## src/rtl/binary_to_gray_reg_pkg.sv

```systemverilog
// Shared Gray-code helpers and mode encodings for the binary/Gray converter family.
// Width is carried by the class parameter so one definition serves every pointer width.
package binary_to_gray_reg_pkg;

   localparam logic MODE_B2G = 1'b0;
   localparam logic MODE_G2B = 1'b1;

   virtual class gray_fn #(parameter int W = 8);

      static function logic [W-1:0] bin2gray(input logic [W-1:0] b);
         return b ^ (b >> 1);
      endfunction

      // Prefix XOR from the MSB down: each binary bit folds in every Gray bit above it.
      static function logic [W-1:0] gray2bin(input logic [W-1:0] g);
         logic [W-1:0] b;
         b[W-1] = g[W-1];
         for (int i = W - 2; i >= 0; i--) begin
            b[i] = b[i+1] ^ g[i];
         end
         return b;
      endfunction

   endclass

endpackage

```

## src/rtl/binary_to_gray_reg_gray_to_binary_comb.sv

```systemverilog
// Combinational Gray-to-binary decoder, reusable on the receive side of pointer synchronisers.
module gray_to_binary_comb
   import binary_to_gray_reg_pkg::*;
#(
   parameter int WIDTH = 8
) (
   input  logic [WIDTH-1:0] gray_i,
   output logic [WIDTH-1:0] bin_o
);

   always_comb begin
      bin_o = gray_fn#(WIDTH)::gray2bin(gray_i);
   end

endmodule

```

## src/rtl/binary_to_gray_reg.sv

```systemverilog
// Registered binary<->Gray converter: one conversion per cycle, one cycle of latency,
// direction chosen per transfer by mode.
module binary_to_gray_reg
   import binary_to_gray_reg_pkg::*;
#(
   parameter int WIDTH = 8
) (
   input  logic             clk,
   input  logic             rst,
   input  logic             in_valid,
   input  logic             mode,
   input  logic [WIDTH-1:0] data_in,
   output logic [WIDTH-1:0] data_out,
   output logic             out_valid
);

   // Handshake: in_valid qualifies mode/data_in for the single cycle it is high and is
   // always accepted (no ready). out_valid pulses exactly one cycle later per accepted input.

   logic [WIDTH-1:0] g2b_w;
   logic [WIDTH-1:0] data_d;
   logic [WIDTH-1:0] data_q;
   logic             valid_d;
   logic             valid_q;

   gray_to_binary_comb #(
      .WIDTH (WIDTH)
   ) u_g2b (
      .gray_i (data_in),
      .bin_o  (g2b_w)
   );

   always_comb begin
      data_d  = data_q;
      valid_d = in_valid;
      if (in_valid) begin
         data_d = (mode == MODE_G2B) ? g2b_w : gray_fn#(WIDTH)::bin2gray(data_in);
      end
   end

   // Reset wins over a same-cycle in_valid, so an in-flight conversion never surfaces.
   always_ff @(posedge clk) begin
      if (rst) begin
         data_q  <= '0;
         valid_q <= 1'b0;
      end else begin
         data_q  <= data_d;
         valid_q <= valid_d;
      end
   end

   assign data_out  = data_q;
   assign out_valid = valid_q;

endmodule

```

## config.mk

```make
export PLATFORM = sky130hd
export DESIGN_NAME = binary_to_gray_reg
export DESIGN_NICKNAME = d
export VERILOG_FILES = /design/src/rtl/binary_to_gray_reg_pkg.sv /design/src/rtl/binary_to_gray_reg_gray_to_binary_comb.sv /design/src/rtl/binary_to_gray_reg.sv
export SDC_FILE = /design/constraint.sdc
export NUM_CORES = 1
export LEC_CHECK = 0
export ABC_AREA = 1
export CAP_MARGIN = 40
export CORE_AREA = 3 3 48 58
export DETAILED_ROUTE_END_ITERATION = 8
export DIE_AREA = 0 0 51 61
export DONT_BUFFER_PORTS = 1
export GPL_TIMING_DRIVEN = 0
export PLACE_DENSITY = 0.53
export SYNTH_ARGS = -nofsm -noshare
export SYNTH_HDL_FRONTEND = slang
export SYNTH_HIERARCHICAL = 1
export SYNTH_SLANG_ARGS = --single-unit
```

## constraint.sdc

```tcl
create_clock -name clk -period 1.7 [get_ports clk]
set_input_delay 0.085 -clock clk [delete_from_list [all_inputs] [get_ports clk]]
set_output_delay 0.085 -clock clk [all_outputs]
set_load 0.01 [all_outputs]
```

* Word-level counts from Yosys, hierarchy flattened
Index checks and enable logic that the tools add are counted.
** Word-level totals
- Flip-flop bits (word level) :: 9
- Bits in latches :: 0
- RAM bits :: 0
- Memory bits (read-only) :: 0
- Input port bits :: 12
- Output and inout bits :: 9
- Word-level logic and storage cells :: 11
- Memories :: 0
** Operators by class
- Add/sub/neg operators :: 0
- Multiply operators :: 0
- Divide/modulo/power cells :: 0
- Magnitude comparators :: 0
- Eq/ne operators :: 0
- Shifts and indexed selects :: 0
- Muxes and demuxes :: 1
- Bitwise operators :: 8
- Reductions and logical operators :: 0
** Operators with widths (number)
- 2-to-1 mux 8 bit :: 1
- bitwise XOR 8 x 7 -> 8 bit :: 1
- bitwise XOR 1 bit :: 7

* Logic depth before layout (Yosys ltp)
Gate-level depths: netlist of run 1.
- Word-level depth :: 8
- Mapped depth :: 14
- Gate-level depth less buffers :: 14

* Modules after synthesis
Netlist of run 1, hierarchy kept.
** Modules (own cells, without submodules)
- binary_to_gray_reg :: times used 1, cells an instance 68, area each 445.4 um2, seq. area each 180.2 um2
- gray_to_binary_comb :: times used 1, cells an instance 39, area each 227.7 um2, seq. area each 0.0 um2

* Worst setup path after synthesis of run 1
Ideal clock, no wire load.
- Kind :: input to register
- Start point :: input port data_in[6]
- End point :: register data_q[0] (netlist: data_out[0])
- Setup time :: 0.119 ns
- Data arrival time :: 1.031 ns
- Required time :: 1.581 ns
- Setup slack :: 0.550 ns
- Cell stages on the path :: 14
- Buffers on the path :: 0
- Cells stage by stage :: inv_1 -> nand2_1 -> nand3_2 -> nand2_2 -> nand2_4 -> nand2_4 -> nand2_2 -> nand3_2 -> nand2_2 -> nand2_1 -> nand3_1 -> nand2_1 -> a21oi_1 -> a21oi_1
** On the way
- Longest elaborated chain between the ends :: 8
** RTL lines
- from (decl) :: RTL line binary_to_gray_reg.sv:12 : input logic [WIDTH-1:0] data_in,
- bitwise XOR 1 bit (3 in series) :: RTL line binary_to_gray_reg_pkg.sv:19 : b[i] = b[i+1] ^ g[i];
- named net g2b_w[4] :: RTL line binary_to_gray_reg.sv:20 : logic [WIDTH-1:0] g2b_w;
- bitwise XOR 1 bit (2 in series) :: RTL line binary_to_gray_reg_pkg.sv:19
- named net g2b_w[2] :: RTL line binary_to_gray_reg.sv:20
- bitwise XOR 1 bit (2 in series) :: RTL line binary_to_gray_reg_pkg.sv:19
- named net g2b_w[0] :: RTL line binary_to_gray_reg.sv:20
- 2-to-1 mux 8 bit :: RTL line binary_to_gray_reg.sv:37 : data_d = (mode == MODE_G2B) ? g2b_w : gray_fn#(WIDTH)::bin2gray(data_in);
- to (signal assigned) :: RTL line binary_to_gray_reg.sv:47 : data_q <= data_d;
- to (decl) :: RTL line binary_to_gray_reg.sv:22 : logic [WIDTH-1:0] data_q;
The timed path passes the listed nets, and every way through them passes these cells.
A chain may end at the register's enable or synchronous reset.

* Worst setup path in the final report of run 1
- Start point :: input port rst
- End point :: register valid_q (netlist: out_valid)
** RTL lines
- from (decl) :: RTL line binary_to_gray_reg.sv:9 : input logic rst,
- to (signal assigned) :: RTL line binary_to_gray_reg.sv:48 : valid_q <= valid_d;
- to (decl) :: RTL line binary_to_gray_reg.sv:24 : logic valid_q;
No word-level cell between the ends.

==> results of run 1 <==
## stage by stage
step	hold slack, ns	cells	setup WS, ns	util [%]	power, mW
floorplan	0.157	107	0.550	-	0.353
finish	0.0292	145	0.640	33.3	0.527
global route	0.0316	145	0.524	33.3	0.567
CTS	0.0278	145	0.646	33.3	0.538
detailed placement	0.160	138	0.405	30.9	0.373
global placement	0.162	138	0.457	30.9	0.371
## placed cells by master, fill, tap and decap left out, types with 3 or more instances in the layout
cell and n:
inv_1 17, nand3_1 14, o21ai_0 8, dlygate4sd3_1 3, nand2_2 4, nand2_1 24, dfxtp_1 9, a21oi_1 16
clkbuf_4 3, nand3_2 7
## sequential cells by signal (all words and copies together) (netlist names)
| signal | count |
|---|---|
| out_valid | 1 |
| data_out | 8 |
## timing repair
item / in CTS / in global routing
hold buffers: 3 / 0
endpoints found under the setup margin: 0 / 0
hold endpoints to repair: 2 / 0
resized for setup: 0 / 0
## critical path, cell delays in order
cell and delay (ns):
dlygate4sd3_1 0.54, nor2_1 0.10, dlygate4sd3_1 0.54
## cell families (layout without fill, tap and decap cells)
| family | after synthesis | after routing |
|---|---|---|
| compound gates | 24 | 24 |
| buf+inv | 22 | 29 |
| flops | 9 | 9 |
| simple gates | 52 | 52 |
## power by group
part / switching [mW] / total (mW) / leakage, nW / internal (mW)
clock: 0.0648 / 0.155 / 0.0150 / 0.0898
combinational: 0.0754 / 0.129 / 0.308 / 0.0531
sequential: 0.0168 / 0.244 / 0.0748 / 0.227
## worst max-delay path by stage
stage / from / end / slack, ns
detailed placement: data_in[6] / data_out[0] / 0.41
global placement: data_in[6] / data_out[0] / 0.46
CTS: rst / out_valid / 0.65
global route: data_in[6] / data_out[0] / 0.52
finish: rst / out_valid / 0.64
floorplan: data_in[6] / data_out[0] / 0.55
## metal layers
layer  part of all wire (%)  global-route usage (%)  up-vias
li1                       -                       -      362
met1                     44                    11.7      268
met2                     50                    18.0        8
met3                    4.9                    1.72        2
met4                   0.61                    6.92        0
met5                      0                       0        -
## layout make-up
type / count / area share, %
clock buffer: 4 / 3.42
tap: 31 / 5.05
timing repair buffer: 3 / 3.91
multi-input combinational: 76 / 52.3
sequential: 9 / 23.5
inverter: 20 / 9.93
buffer: 2 / 1.95
==> impl_metrics.yaml, run 1 <==
status:
  outcome: "finished clean"
layout:
  fin_area_um2: 768
  multi_input_area_um2: 402
  insertedDiodeCount: 0
  drive_gt1_share_pct: 17.5
  regArea_um2: 180
  final_nets: 127
  area_delta_synth_final_pct: 14.1
  nFillCells: 252
global_route:
  gr-usage-all-layers_pct: 10.4
  grt_pass1_vias: 598
  grt_antenna_before_repair: 0
  grt_pass1_wl_um: 2490
  grt-ovfl-total: 0
  grt_max_degree: 10
power_and_ir_drop:
  cellPowerDensity_nw_per_um2: 686
  power_leakage_nw: 0.397
  vdd_drop_max_mv: 0.386
setup_path:
  worstPathArrival_ns: 1.25
  path_class: "input port to register"
  r2r.worst_path.cells: 2
  crit_path_max_fanout: 2
  worstPathRequired_ns: 1.89
  cp-start-kind: "input port"
  worstSetupEndpointType: "register"
  reg2reg_slack_ns: 1.01
  regToRegEndpoint: "data_out[3]"
  reg2reg_from: "data_out[3]"
yosys:
  yosys.area.top_type: "dfxtp_1"
  synth-seq-cells: 9
  synth_top_family_by_area: "simple AND/OR/NAND/NOR gates"
  syn_area_um2: 673
  synthSimpleGateAreaFrac_pct: 41.8
  syn_avg_cell_area_um2: 6.29
  synth_cell_types: 14
  yosys_most_used_dff: "dfxtp_1"
  seq_area_frac_synth_pct: 26.8
  synth.area.top_cells: "dfxtp_1 (27%), nand2_1 (13%), a21oi_1 (12%)"
  synth_cells: 107
  async_flop_share_pct: 0
  syn_nets: 119
  synthAdderAreaFrac_pct: 0
  yosys-top-cells-count: "nand2_1 (24), inv_1 (17), a21oi_1 (16)"
  synth-xor-area-share_pct: 0
  yosysWarnings: 6
  synthMuxAreaShare_pct: 0
  synth_top_area_share_pct: 26.8
  synth.most_common_cell: "nand2_1"
  synth_compound_area_share_pct: 17.8
  synth-edff-count: 0
die:
  core_um2: 2310
  fp-row-count: 19
  die_h_um: 61
  die_area_um2: 3110
  dieWidth_um: 51
  boundaryPins: 21
  initial_core_util_pct: 29.2
clock_network:
  cts_tree: "done"
  clockBufferDepth: 2
  clk_latency_ns: 0.25
  cts_sinks: 9
  cts_made_buffers: 3
  post_cts_buffers: 0
  htree_levels: 1
  root_buffer: "clkbuf_4"
  clk_pin_slew_ns: 0.06
detailed_routing:
  vias_per_cell: 4.41
  drt-total-wl_um: 1480
  drt-initial-drc-count: 11
  wl_per_cell_um: 10.2
  dr_total_vias: 640
  ant_nets: 0
  drc: 0
  drt_first_pass_iters: 4
worst_hold_path:
  holdPathEnd: "data_out[7]"
  min_from: "in_valid"
  hold_depth: 2
  min_path_type: "input port to register"
flow_run:
  maxCapViolations: 0
timing:
  hold_viol_final: 0
  rsz0062_at_grt: "false"
  period_share_pct: 62.3
  fin_crit_ns: 1.06
  max_freq_mhz: 944
  finClkSkew_ns: 0
  tns_ns: 0
  worst_slew_pin_slew_ns: 0.180
  drv_slew: 0
  slew_headroom_pct: 88.0
  setup_viol: 0
placed_design:
  postPlaceCellArea_um2: 712
  port_buffers: 0
  gp_congestion: 0.729
  dp.final_hpwl_um: 1230
No activity file was read; power rests on OpenSTA's default activity.
==> inputs of run 2 (changes only) <==
clock period = 1 ns   (was 1.7 ns; I/O delays follow)
==> impl_metrics.yaml, run 2 (synthesis results as in run 1) <==
detailed_routing:
  vias_per_cell: 4.81
  drc: 0
  ant_nets: 0
  drt-initial-drc-count: 16
  wl_per_cell_um: 12.5
  drt-total-wl_um: 1920
  drt_first_pass_iters: 4
  dr_total_vias: 740
flow_run:
  maxCapViolations: 0
timing:
  drv_slew: 0
  worst_slew_pin_slew_ns: 0.200
  setup_viol: 0
  hold_viol_final: 0
  rsz0062_at_grt: "true"
  finClkSkew_ns: 0
  worst_slack_ns: 0.0378
  slew_headroom_pct: 86.5
  fin_crit_ns: 0.962
  period_share_pct: 96.2
  max_freq_mhz: 1040
power_and_ir_drop:
  power_leakage_nw: 0.486
  cellPowerDensity_nw_per_um2: 1020
  vdd_drop_max_mv: 0.816
  p_total_mw: 1.04
layout:
  most-common-layout-cells: "nand2_1 (18), inv_1 (15), a21oi_1 (14), dfxtp_1 (9)"
  final_common_cell: "nand2_1"
  final_nets: 136
  area_delta_synth_final_pct: 50.9
  insertedDiodeCount: 0
  nFillCells: 246
  largest_reg_flops: 8
  drive_gt1_share_pct: 32.5
global_route:
  grt_max_degree: 10
  grt_pass1_vias: 718
  grt_pass1_wl_um: 2900
  grt-ovfl-total: 0
  grt_antenna_before_repair: 0
  gr-usage-all-layers_pct: 12.1
die:
  fp-row-count: 19
  die_area_um2: 3110
  dieWidth_um: 51
  boundaryPins: 21
  core_um2: 2310
  die_h_um: 61
  initial_core_util_pct: 29.2
setup_path:
  crit_slowest_cell: "a21oi_2"
  cp_top_family: "simple AND/OR/NAND/NOR gates"
  cp_num_buf_inv: 1
  cp-start-kind: "input port"
  path_class: "input port to register"
  worstPathArrival_ns: 1.11
  worstSetupEndpointType: "register"
  crit_top_cell: "nand2_4"
  max_stage_delay_ns: 0.14
  worstPathRequired_ns: 1.15
  crit_path_max_fanout: 6
  path_cells: "clkinv_16 > nand2_4 > nand3_4 > nand2_4 > nand2_4 > nand2_4 > nand2_4 > nand3_4 > nand2_2 > nand2_2 > nand3_2 > nand2_2 > a21oi_2 > a21oi_2"
clock_network:
  cts_tree: "done"
  clockBufferDepth: 2
  root_buffer: "clkbuf_4"
  clk_latency_ns: 0.26
  cts_made_buffers: 3
  cts_sinks: 9
  clk_pin_slew_ns: 0.06
  htree_levels: 1
status:
  outcome: "finished clean"
placed_design:
  dp.final_hpwl_um: 1260
  dp_slack_ns: -0.208
  gp_congestion: 0.737
  port_buffers: 0
worst_hold_path:
  min_path_type: "input port to register"
[run 2: changes by cell type in the layout (fill, tap and decap cells not counted), sizes merged]
cell / change
dlygate4sd3: +5
inv: -1
clkinv: +1
buf: +4
[run 2: metal layers]
metal | GRT usage, % | vias to the layer above | part of all wire (%)
met2 | 19.5 | 20 | 50
met5 | 0 | - | 0
met1 | 14.5 | 337 | 43
met3 | 4.18 | 0 | 7.3
li1 | - | 383 | -
met4 | 5.77 | 0 | 0
[run 2: timing repair]
item,CTS,global route
buffers inserted,0,4
hold endpoints to repair,5,0
hold buffers,8,0
endpoints found under the setup margin,0,1
gates resized for setup,0,25
[run 2: layout make-up]
class | instances | area [um^2] | area share [%]
plain buffers | 2 | 15.0 | 1.48
clock buffers | 4 | 26.3 | 2.59
inverters | 20 | 115 | 11.3
multi-input cells | 76 | 531 | 52.2
flip-flops and latches | 9 | 180 | 17.7
well taps | 31 | 38.8 | 3.82
repair buffers | 12 | 110 | 10.8
[run 2: report_power, final]
group | internal [mW] | switching (mW)
Clock | 0.154 | 0.128
Sequential | 0.386 | 0.0296
Combinational | 0.157 | 0.186
Total | 0.697 | 0.343
[run 2: through the flow]
| stage | hold slack [ns] | util (%) | std cells | area, um^2 | setup TNS (ns) |
|---|---|---|---|---|---|
| 2_1_floorplan | 0.122 | - | 107 | 718 | -0.0818 |
| 3_3_place_gp | 0.123 | 32.8 | 138 | 757 | -0.283 |
| 3_5_place_dp | 0.128 | 32.8 | 138 | 757 | -0.381 |
| 4_1_cts | 0.0000281 | 37.4 | 150 | 863 | 0 |
| 5_1_grt | 0.00436 | 44.1 | 154 | 1020 | -0.0660 |
| 6_report | 0.00243 | 44.1 | 154 | 1020 | 0 |
[run 2: worst reg2reg max path, delay by kind of cell, from the launching register on]
kind           cells  cell delay (ns)
flip-flops         1             0.34
AO/OA/AOI/OAI      2             0.25
[run 2: path summary, 6_finish.rpt]
kind	start	endpoint	slack [ns]	depth (start not counted)
min reg2reg	data_out[6]	data_out[6]	0.57	2
max	data_in[6]	data_out[0]	0.04	14
min	data_in[6]	data_out[5]	0.002	3
max reg2reg	data_out[0]	data_out[0]	0.30	2
